`config.mk`:
```
export PLATFORM = sky130hd
export DESIGN_NAME = mem_bus_arbiter
export DESIGN_NICKNAME = d
export VERILOG_FILES = /design/src/rtl/mem_arb_pkg.sv /design/src/rtl/mem_arb_pick.sv /design/src/rtl/mem_bus_arbiter.sv
export SDC_FILE = /design/constraint.sdc
export NUM_CORES = 1
export LEC_CHECK = 0
export BUFFER_PORTS_ARGS = -buffer_cell sky130_fd_sc_hd__buf_2
export CORE_MARGIN = 2
export CORE_UTILIZATION = 30
export CTS_BUF_LIST = sky130_fd_sc_hd__clkbuf_16
export CTS_CLUSTER_DIAMETER = 30
export DETAILED_ROUTE_END_ITERATION = 7
export PLACE_DENSITY = 0.56
export SETUP_SLACK_MARGIN = 0.02
export SLEW_MARGIN = 0
export SYNTH_ARGS = -nofsm -noshare
export SYNTH_HDL_FRONTEND = slang
export SYNTH_SLANG_ARGS = --single-unit
export TNS_END_PERCENT = 20
```
`constraint.sdc`:
```
create_clock -name CLK -period 2.05 [get_ports CLK]
set_input_delay 0.3075 -clock CLK [delete_from_list [all_inputs] [get_ports CLK]]
set_output_delay 0.3075 -clock CLK [all_outputs]
set_load 0.01 [all_outputs]
```
`src/rtl/mem_arb_pkg.sv`:
```
// Shared encodings for mem_bus_arbiter: FSM states, GRANT codes and default widths.
package mem_arb_pkg;

  localparam int DEF_ADDR_W = 6;
  localparam int DEF_DATA_W = 32;

  typedef enum logic [2:0] {
    IDLE   = 3'd0,
    GNT_D  = 3'd1,
    GNT_I  = 3'd2,
    DONE_D = 3'd3,
    DONE_I = 3'd4
  } state_t;

  typedef enum logic [1:0] {
    GRANT_NONE = 2'b00,
    GRANT_I    = 2'b01,
    GRANT_D    = 2'b10
  } grant_t;

  // Owner of the memory port as seen from outside; DONE still belongs to its requester.
  function automatic grant_t owner_of(state_t s);
    case (s)
      GNT_D, DONE_D: return GRANT_D;
      GNT_I, DONE_I: return GRANT_I;
      default:       return GRANT_NONE;
    endcase
  endfunction

endpackage

```
`src/rtl/mem_arb_pick.sv`:
```
// Arbitration policy: picks the winner among pending requesters.
// With both pending, the requester that did not own the port last wins.
module mem_arb_pick
  import mem_arb_pkg::*;
(
  input  logic       d_req,
  input  logic       i_req,
  input  logic [1:0] last_owner,
  output logic [1:0] win
);

  always_comb begin
    win = GRANT_NONE;
    if (d_req && i_req) win = (last_owner == GRANT_D) ? GRANT_I : GRANT_D;
    else if (d_req)     win = GRANT_D;
    else if (i_req)     win = GRANT_I;
  end

endmodule

```
`src/rtl/mem_bus_arbiter.sv`:
```
// Shares the main-memory port between the I-fetch (read-only) and data (read/write) requesters.
// Define ROUND_ROBIN_EN to alternate winners on simultaneous requests instead of fixed D-over-I.
module mem_bus_arbiter
  import mem_arb_pkg::*;
#(
  parameter int ADDR_W = DEF_ADDR_W,
  parameter int DATA_W = DEF_DATA_W
) (
  input  logic              CLK,
  input  logic              RESET,
  input  logic              D_READ,
  input  logic              D_WRITE,
  input  logic [ADDR_W-1:0] D_ADDRESS,
  input  logic [DATA_W-1:0] D_WRITEDATA,
  output logic [DATA_W-1:0] D_READDATA,
  output logic              D_BUSYWAIT,
  input  logic              I_READ,
  input  logic [ADDR_W-1:0] I_ADDRESS,
  output logic [DATA_W-1:0] I_READDATA,
  output logic              I_BUSYWAIT,
  output logic              MEM_READ,
  output logic              MEM_WRITE,
  output logic [ADDR_W-1:0] MEM_ADDRESS,
  output logic [DATA_W-1:0] MEM_WRITEDATA,
  input  logic [DATA_W-1:0] MEM_READDATA,
  input  logic              MEM_BUSYWAIT,
  output logic [1:0]        GRANT
);

  state_t     state, state_nxt;
  logic       issued;
  logic       d_req, i_req, in_gnt, cmpl;
  logic [1:0] last_owner, win;

  assign d_req  = D_READ | D_WRITE;
  assign i_req  = I_READ;
  assign in_gnt = (state == GNT_D) || (state == GNT_I);
  // Memory may drop busywait before it has seen the strobe, so the first GNT cycle never completes.
  assign cmpl   = in_gnt & issued & ~MEM_BUSYWAIT;

  mem_arb_pick u_pick (
    .d_req      (d_req),
    .i_req      (i_req),
    .last_owner (last_owner),
    .win        (win)
  );

`ifdef ROUND_ROBIN_EN
  always_ff @(posedge CLK) begin
    if (RESET)                last_owner <= GRANT_I;
    else if (state == DONE_D) last_owner <= GRANT_D;
    else if (state == DONE_I) last_owner <= GRANT_I;
  end
`else
  assign last_owner = GRANT_I;
`endif

  always_ff @(posedge CLK) begin
    if (RESET) state <= IDLE;
    else       state <= state_nxt;
  end

  always_comb begin
    state_nxt = state;
    case (state)
      IDLE: begin
        if (win == GRANT_D)      state_nxt = GNT_D;
        else if (win == GRANT_I) state_nxt = GNT_I;
      end
      GNT_D:          if (cmpl) state_nxt = DONE_D;
      GNT_I:          if (cmpl) state_nxt = DONE_I;
      DONE_D, DONE_I: state_nxt = IDLE;
      default:        state_nxt = IDLE;
    endcase
  end

  always_comb begin
    GRANT      = owner_of(state);
    D_BUSYWAIT = d_req & (state != DONE_D);
    I_BUSYWAIT = i_req & (state != DONE_I);
  end

  // Memory-side command registers are loaded once on grant; requester changes are not re-sampled.
  always_ff @(posedge CLK) begin
    if (RESET) begin
      MEM_READ      <= 1'b0;
      MEM_WRITE     <= 1'b0;
      MEM_ADDRESS   <= '0;
      MEM_WRITEDATA <= '0;
      D_READDATA    <= '0;
      I_READDATA    <= '0;
      issued        <= 1'b0;
    end else if (state == IDLE && state_nxt == GNT_D) begin
      MEM_READ      <= ~D_WRITE;
      MEM_WRITE     <= D_WRITE;
      MEM_ADDRESS   <= D_ADDRESS;
      MEM_WRITEDATA <= D_WRITEDATA;
      issued        <= 1'b0;
    end else if (state == IDLE && state_nxt == GNT_I) begin
      MEM_READ      <= 1'b1;
      MEM_WRITE     <= 1'b0;
      MEM_ADDRESS   <= I_ADDRESS;
      issued        <= 1'b0;
    end else if (cmpl) begin
      MEM_READ  <= 1'b0;
      MEM_WRITE <= 1'b0;
      if (MEM_READ) begin
        if (state == GNT_D) D_READDATA <= MEM_READDATA;
        else                I_READDATA <= MEM_READDATA;
      end
    end else if (in_gnt) begin
      issued <= 1'b1;
    end
  end

endmodule

```
==> run summary, run 1 <==
===========================================================================
Final Critical Period                                               1850 ps
Final instance area                                               5710 um^2
Crit end category                                               output port
Fraction of power consumed by sequential logic                        46.9%
Fraction of final layout cells sized beyond drive strength 1          34.0%
Fraction of power spent switching nets                                28.3%
Proportion of power drawn by the clock network                        38.6%
Number of standard cells after synthesis                                514
Global Route Usage Sum                                                17.1%
Count of endpoints failing hold in the final timing report                0
Placed cells                                                            844
Floorplan core area                                              14400 um^2
Initial Util                                                          30.3%
Count of antenna-violating nets left after detailed routing               0
Sw power                                                            1.35 mW
Static Leak                                                         2.38 nW
Number of input and output port buffers inserted                        189
TritonCTS clock tree                                                   done
Via-to-Cell Ratio                                                      5.22
Finished Core Util                                                    39.7%
Unique cell type count in the Yosys netlist                              34
Wire length of the first global-routing pass                       21900 um
Detailed Route WL                                                  13400 um
Maximum resistive drop on vdd                                      0.586 mV
Area growth, synth to finish                                          31.1%
Row count                                                                44
Netlist area before placement                                     4350 um^2
Clk buf depth                                                             2
# Post-CTS Setup Buffers                                                  0
Worst setup SP type                                                    flop
Die extent in y                                                      124 um
Area enclosed by the die boundary                                15500 um^2
Maximum operating frequency                                         541 MHz
Overflow left after global routing                                        0
Non-filler cells in the finished layout                                 860
IO Count                                                                190
Drt first pass iters                                                      4
Clock buffer count from CTS                                               9
Sequential area share after synthesis                                 49.7%
Pin count of the biggest net entering global routing                     65
Worst Setup Path Type                                          flop to output port
Instance area at placement                                        5380 um^2
Clock transition at path regs                                         80 ps
Count of yosys warnings during synthesis                                  0
Number of max-cap violations                                              0
Via Count                                                              4492
Detailed-route wire length per cell                                 15.6 um
Internal power contribution                                         3.42 mW
Crit-path max FO                                                          9
Net count after synthesis                                               596
Slew at the pin with the worst max-slew slack                        667 ps
Power per cell area                                             837 nW/um^2
Final max-slew violation count                                            0
Total routed wire length on the met1 layer                          5860 um
Total Nets Final                                                        753
RSZ-0062 raised after global routing                                     no
Cell chosen for the clock root                                    clkbuf_16
H-tree levels                                                             3
Antenna cell count                                                        0
CTS sink count                                                          108
Number of remaining DRC errors                                            0
Worst hold slack                                                     194 ps
Gpl congestion                                                        0.734
Top flip-flop cell by instance count after synthesis                dfxtp_1
Clock insertion delay at the later pin of the skew report            360 ps
Normalized max-slew margin                                            55.5%
Number of synthesized flops with an enable pin                            0
Setup Viol. Count Final                                                   0
Class of the most critical hold timing path                    primary input to flop
Vias in the first global route                                         4332
Met3 wire len                                                       1080 um
Iteration-0 DRC count of the detailed router                            232
Async set or reset register ratio after synthesis                        0%
Top Layer Used                                                         met4
Detail Placement HPWL                                               8840 um
Initial antenna violation count                                           0
Number of synthesized register bits                                     108
Amount of wire on met2 after detailed routing                       6380 um
Final clock skew                                                    7.68 ps
Die span in x                                                        124 um
Number of hold-repair buffers added at the cts stage                      0
Status                                                            completed
Final worst-path cycle share                                          90.1%
Crit path required time                                             1740 ps
Portion of total power attributed to combinational logic              14.6%
Arrival time of data at the critical path endpoint                  1540 ps
Syn avg cell area                                                 8.47 um^2
Final TNS setup                                                        0 ps
===========================================================================
[logic make-up (layout without fill, tap and decap cells)]
kind of cell / Yosys count / count (layout) / synth area share, %
AO/OA/AOI/OAI: 217 / 217 / 25.9
AND/OR/NAND/NOR: 128 / 128 / 16.9
flip-flops: 108 / 108 / 49.7
buffers and inverters: 58 / 220 / 6.95
XOR/XNOR: 2 / 2 / 0.402
multiplexers: 1 / 1 / 0.259
[sequential cells by signal, summed over array words and instances, names as in the netlist]
name and count:
D_READDATA 32, I_READDATA 32, MEM_WRITEDATA 32, MEM_ADDRESS 6, state 3, MEM_READ 1
MEM_WRITE 1, issued 1
[through the flow]
step                      setup slack (ps)  total power [mW]
after global placement                 404              2.97
final                                  202              4.78
after detailed placement               363              2.98
after global routing                  25.0              5.01
after CTS                             94.9              4.85
after floorplan                        732              2.71
[critical path, cell delays in order (launching register included)]
cell      delay (ps)
dfxtp_1          550
buf_4            210
nor2_1            60
a21boi_0         200
buf_2            170
[layout make-up]
class	instances	area [um^2]
fillers	1484	8660
flip-flops and latches	108	2160
multi-input cells	348	1890
repair buffers	204	1100
well taps	184	230
clock buffers	9	225
clock inverters	7	97.6
[synthesized netlist by cell type (2+ instances only)]
library cell  number  area share (%)
nor2_1             4            0.34
nand2b_1           3            0.43
nand3_1           96              11
clkbuf_2           7            0.80
or3_1              2            0.29
buf_6              5             1.3
a21oi_1          103              12
a21boi_0           2            0.34
o21ai_1           60             6.9
buf_4              6             1.0
o21ai_0           42             4.8
buf_2             13             1.5
xnor2_1            2            0.40
or3b_1             2            0.40
or4b_1             6             1.4
nor3b_4            2            0.86
a211oi_1           6             1.0
nor4_1             3            0.43
clkbuf_1          27             2.3
nand2_1            2            0.17
dfxtp_1          108              50
[metal layers]
metal  up-vias  global-route usage [%]
li1       2181                       -
met1      2133                    21.3
met2       169                    28.5
met3         9                    6.01
met4         0                    3.77
met5         -                       0
[final timing paths]
check | startpoint | end | slack, ps | depth (start not counted)
hold / removal | D_WRITEDATA[20] | MEM_WRITEDATA[20] | 190 | 3
setup / recovery | state[0] | I_BUSYWAIT | 200 | 4
hold reg to reg | MEM_WRITEDATA[23] | MEM_WRITEDATA[23] | 480 | 2
setup reg to reg | state[1] | I_READDATA[11] | 440 | 4
[cells in the final DEF, fill, tap and decap left out, types with 2 or more instances in the layout]
master,n
buf_12,3
nand2b_1,3
inv_6,2
or3b_1,2
buf_4,13
o21ai_1,60
o21ai_0,42
xnor2_1,2
a21oi_1,103
nor4_1,3
nand2_1,2
buf_2,188
a21boi_0,2
clkbuf_16,9
clkinv_8,2
or3_1,2
or4b_1,6
dfxtp_1,107
a211oi_1,6
nor3b_4,2
nand3_1,96
nor2_1,3
clkinv_4,2
[repair_timing]
action                     in CTS  in global routing
setup endpoints to repair       0                  1
resized for setup               0                  1
hold endpoints to repair        0                  0
[power groups by stage]
| stage | clock network (mW) | logic [mW] | registers (mW) |
|---|---|---|---|
| after global placement | 0 | 0.683 | 2.28 |
| after floorplan | 0 | 0.402 | 2.31 |
| after global routing | 1.98 | 0.771 | 2.25 |
| after CTS | 1.91 | 0.699 | 2.24 |
| after detailed placement | 0 | 0.697 | 2.29 |
| final | 1.84 | 0.696 | 2.24 |
(Power assumes the default switching activity.)
==> run 2: changes to the inputs <==
- PLACE_DENSITY: 0.56 -> 0.52
==> run summary, run 2 (synthesized netlist as in run 1, its figures left out) <==
============================================================================
Normalized max-slew margin                                             55.0%
Initial Util                                                           30.3%
Detailed-route wire length per cell                                  15.4 um
Antenna cell count                                                         0
Quantity of gates resized following cts                                    0
Slew at the pin with the worst max-slew slack                         676 ps
Clk buf depth                                                              2
Number of hold-repair buffers added at the cts stage                       0
Total Nets Final                                                         753
Maximum resistive drop on vdd                                       0.465 mV
Static Leak                                                          2.37 nW
Crit-path max FO                                                           9
Detailed Route WL                                                   13300 um
Number of remaining DRC errors                                             0
H-tree levels                                                              3
Clock buffer count from CTS                                                9
Vias in the first global route                                          4346
Initial antenna violation count                                            0
Startpoint of the worst-slack reg-to-reg timing path                state[0]
Arrival time of data at the critical path endpoint                   1510 ps
Setup Viol. Count Final                                                    0
Final clock skew                                                     13.3 ps
Top library cells by usage in the layout, fill and taps aside   188 x buf_2, 108 x dfxtp_1, 103 x a21oi_1
Pin count of the biggest net entering global routing                      65
Number of max-cap violations                                               0
Status                                                             completed
Via-to-Cell Ratio                                                       5.16
Row count                                                                 44
Area growth, synth to finish                                           30.3%
Count of antenna-violating nets left after detailed routing                0
Count of endpoints failing hold in the final timing report                 0
Final TNS setup                                                         0 ps
Iteration-0 DRC count of the detailed router                             241
Crit end category                                                output port
Global Route Usage Sum                                                 17.1%
Setup crit start                                                    state[0]
Die extent in y                                                       124 um
TritonCTS clock tree                                                    done
Clock transition at path regs                                          70 ps
Final worst-path cycle share                                           88.8%
Final max-slew violation count                                             0
IO Count                                                                 190
Floorplan core area                                               14400 um^2
Clock insertion delay at the later pin of the skew report             350 ps
Via Count                                                               4435
Crit path required time                                              1740 ps
Area enclosed by the die boundary                                 15500 um^2
Maximum operating frequency                                          549 MHz
Fraction of final layout cells sized beyond drive strength 1           33.6%
Worst setup SP type                                                     flop
Regs by FF count                                                D_READDATA (32), I_READDATA (32), MEM_WRITEDATA (32)
Power per cell area                                              803 nW/um^2
Finished Core Util                                                     39.5%
Final Critical Period                                                1820 ps
Gpl congestion                                                         0.713
Detail Placement HPWL                                                8660 um
RSZ-0062 raised after global routing                                      no
# Post-CTS Setup Buffers                                                   0
HP Start                                                        D_WRITEDATA[9]
Cell chosen for the clock root                                     clkbuf_16
Die span in x                                                         124 um
Most common library cell in the layout ignoring fill and taps          buf_2
Worst Setup Path Type                                           flop to output port
Number of input and output port buffers inserted                         189
Overflow left after global routing                                         0
Drt first pass iters                                                       5
Placed cells                                                             844
CTS sink count                                                           108
Non-filler cells in the finished layout                                  860
Class of the most critical hold timing path                     primary input to flop
Wire length of the first global-routing pass                        21900 um
============================================================================
-- run 2: cell types whose count changed in the layout (fill, tap and decap cells not counted), sizes merged --
cell,change
bufinv,-1
inv,+1
-- run 2: layout make-up --
cell class	instances	area [um^2]
clock buffers	9	225
flip-flops and latches	108	2160
fillers	1533	8690
repair buffers	204	1120
clock inverters	7	40.0
well taps	184	230
multi-input cells	348	1890
-- run 2: path summary, 6_finish.rpt --
path	to	slack, ps	cells past startpoint
max	D_BUSYWAIT	230	4
min reg2reg	I_READDATA[30]	470	2
min	MEM_WRITEDATA[9]	200	3
max reg2reg	D_READDATA[13]	450	5
-- run 2: critical path: stages, from the launching register on --
cell and delay [ps]:
dfxtp_1 510, buf_4 210, nor2b_1 190, a21oi_1 80, buf_2 170
-- run 2: per-layer routing --
| metal | GRT usage, % | wire length [um] | up-vias |
|---|---|---|---|
| met5 | 0 | 0 | - |
| met4 | 5.09 | 149 | 0 |
| met3 | 6.10 | 1030 | 10 |
| met2 | 26.6 | 5940 | 169 |
| met1 | 22.3 | 6160 | 2084 |
| li1 | - | - | 2172 |
-- run 2: through the flow --
step | power [mW] | hold WS, ps | setup slack (ps) | area, um^2
floorplan | 2.71 | 455 | 732 | 4350
global placement | 2.98 | 458 | 525 | 5410
detailed placement | 2.99 | 466 | 437 | 5410
CTS | 4.61 | 185 | 198 | 5670
global route | 4.78 | 189 | 88.3 | 5670
finish | 4.55 | 197 | 229 | 5670
-- run 2: power breakdown --
part / switching [mW] / internal, mW / leakage, nW
logic: 0.436 / 0.267 / 1.36
registers: 0.0514 / 2.18 / 0.878
clock network: 0.797 / 0.819 / 0.139
total: 1.28 / 3.27 / 2.37
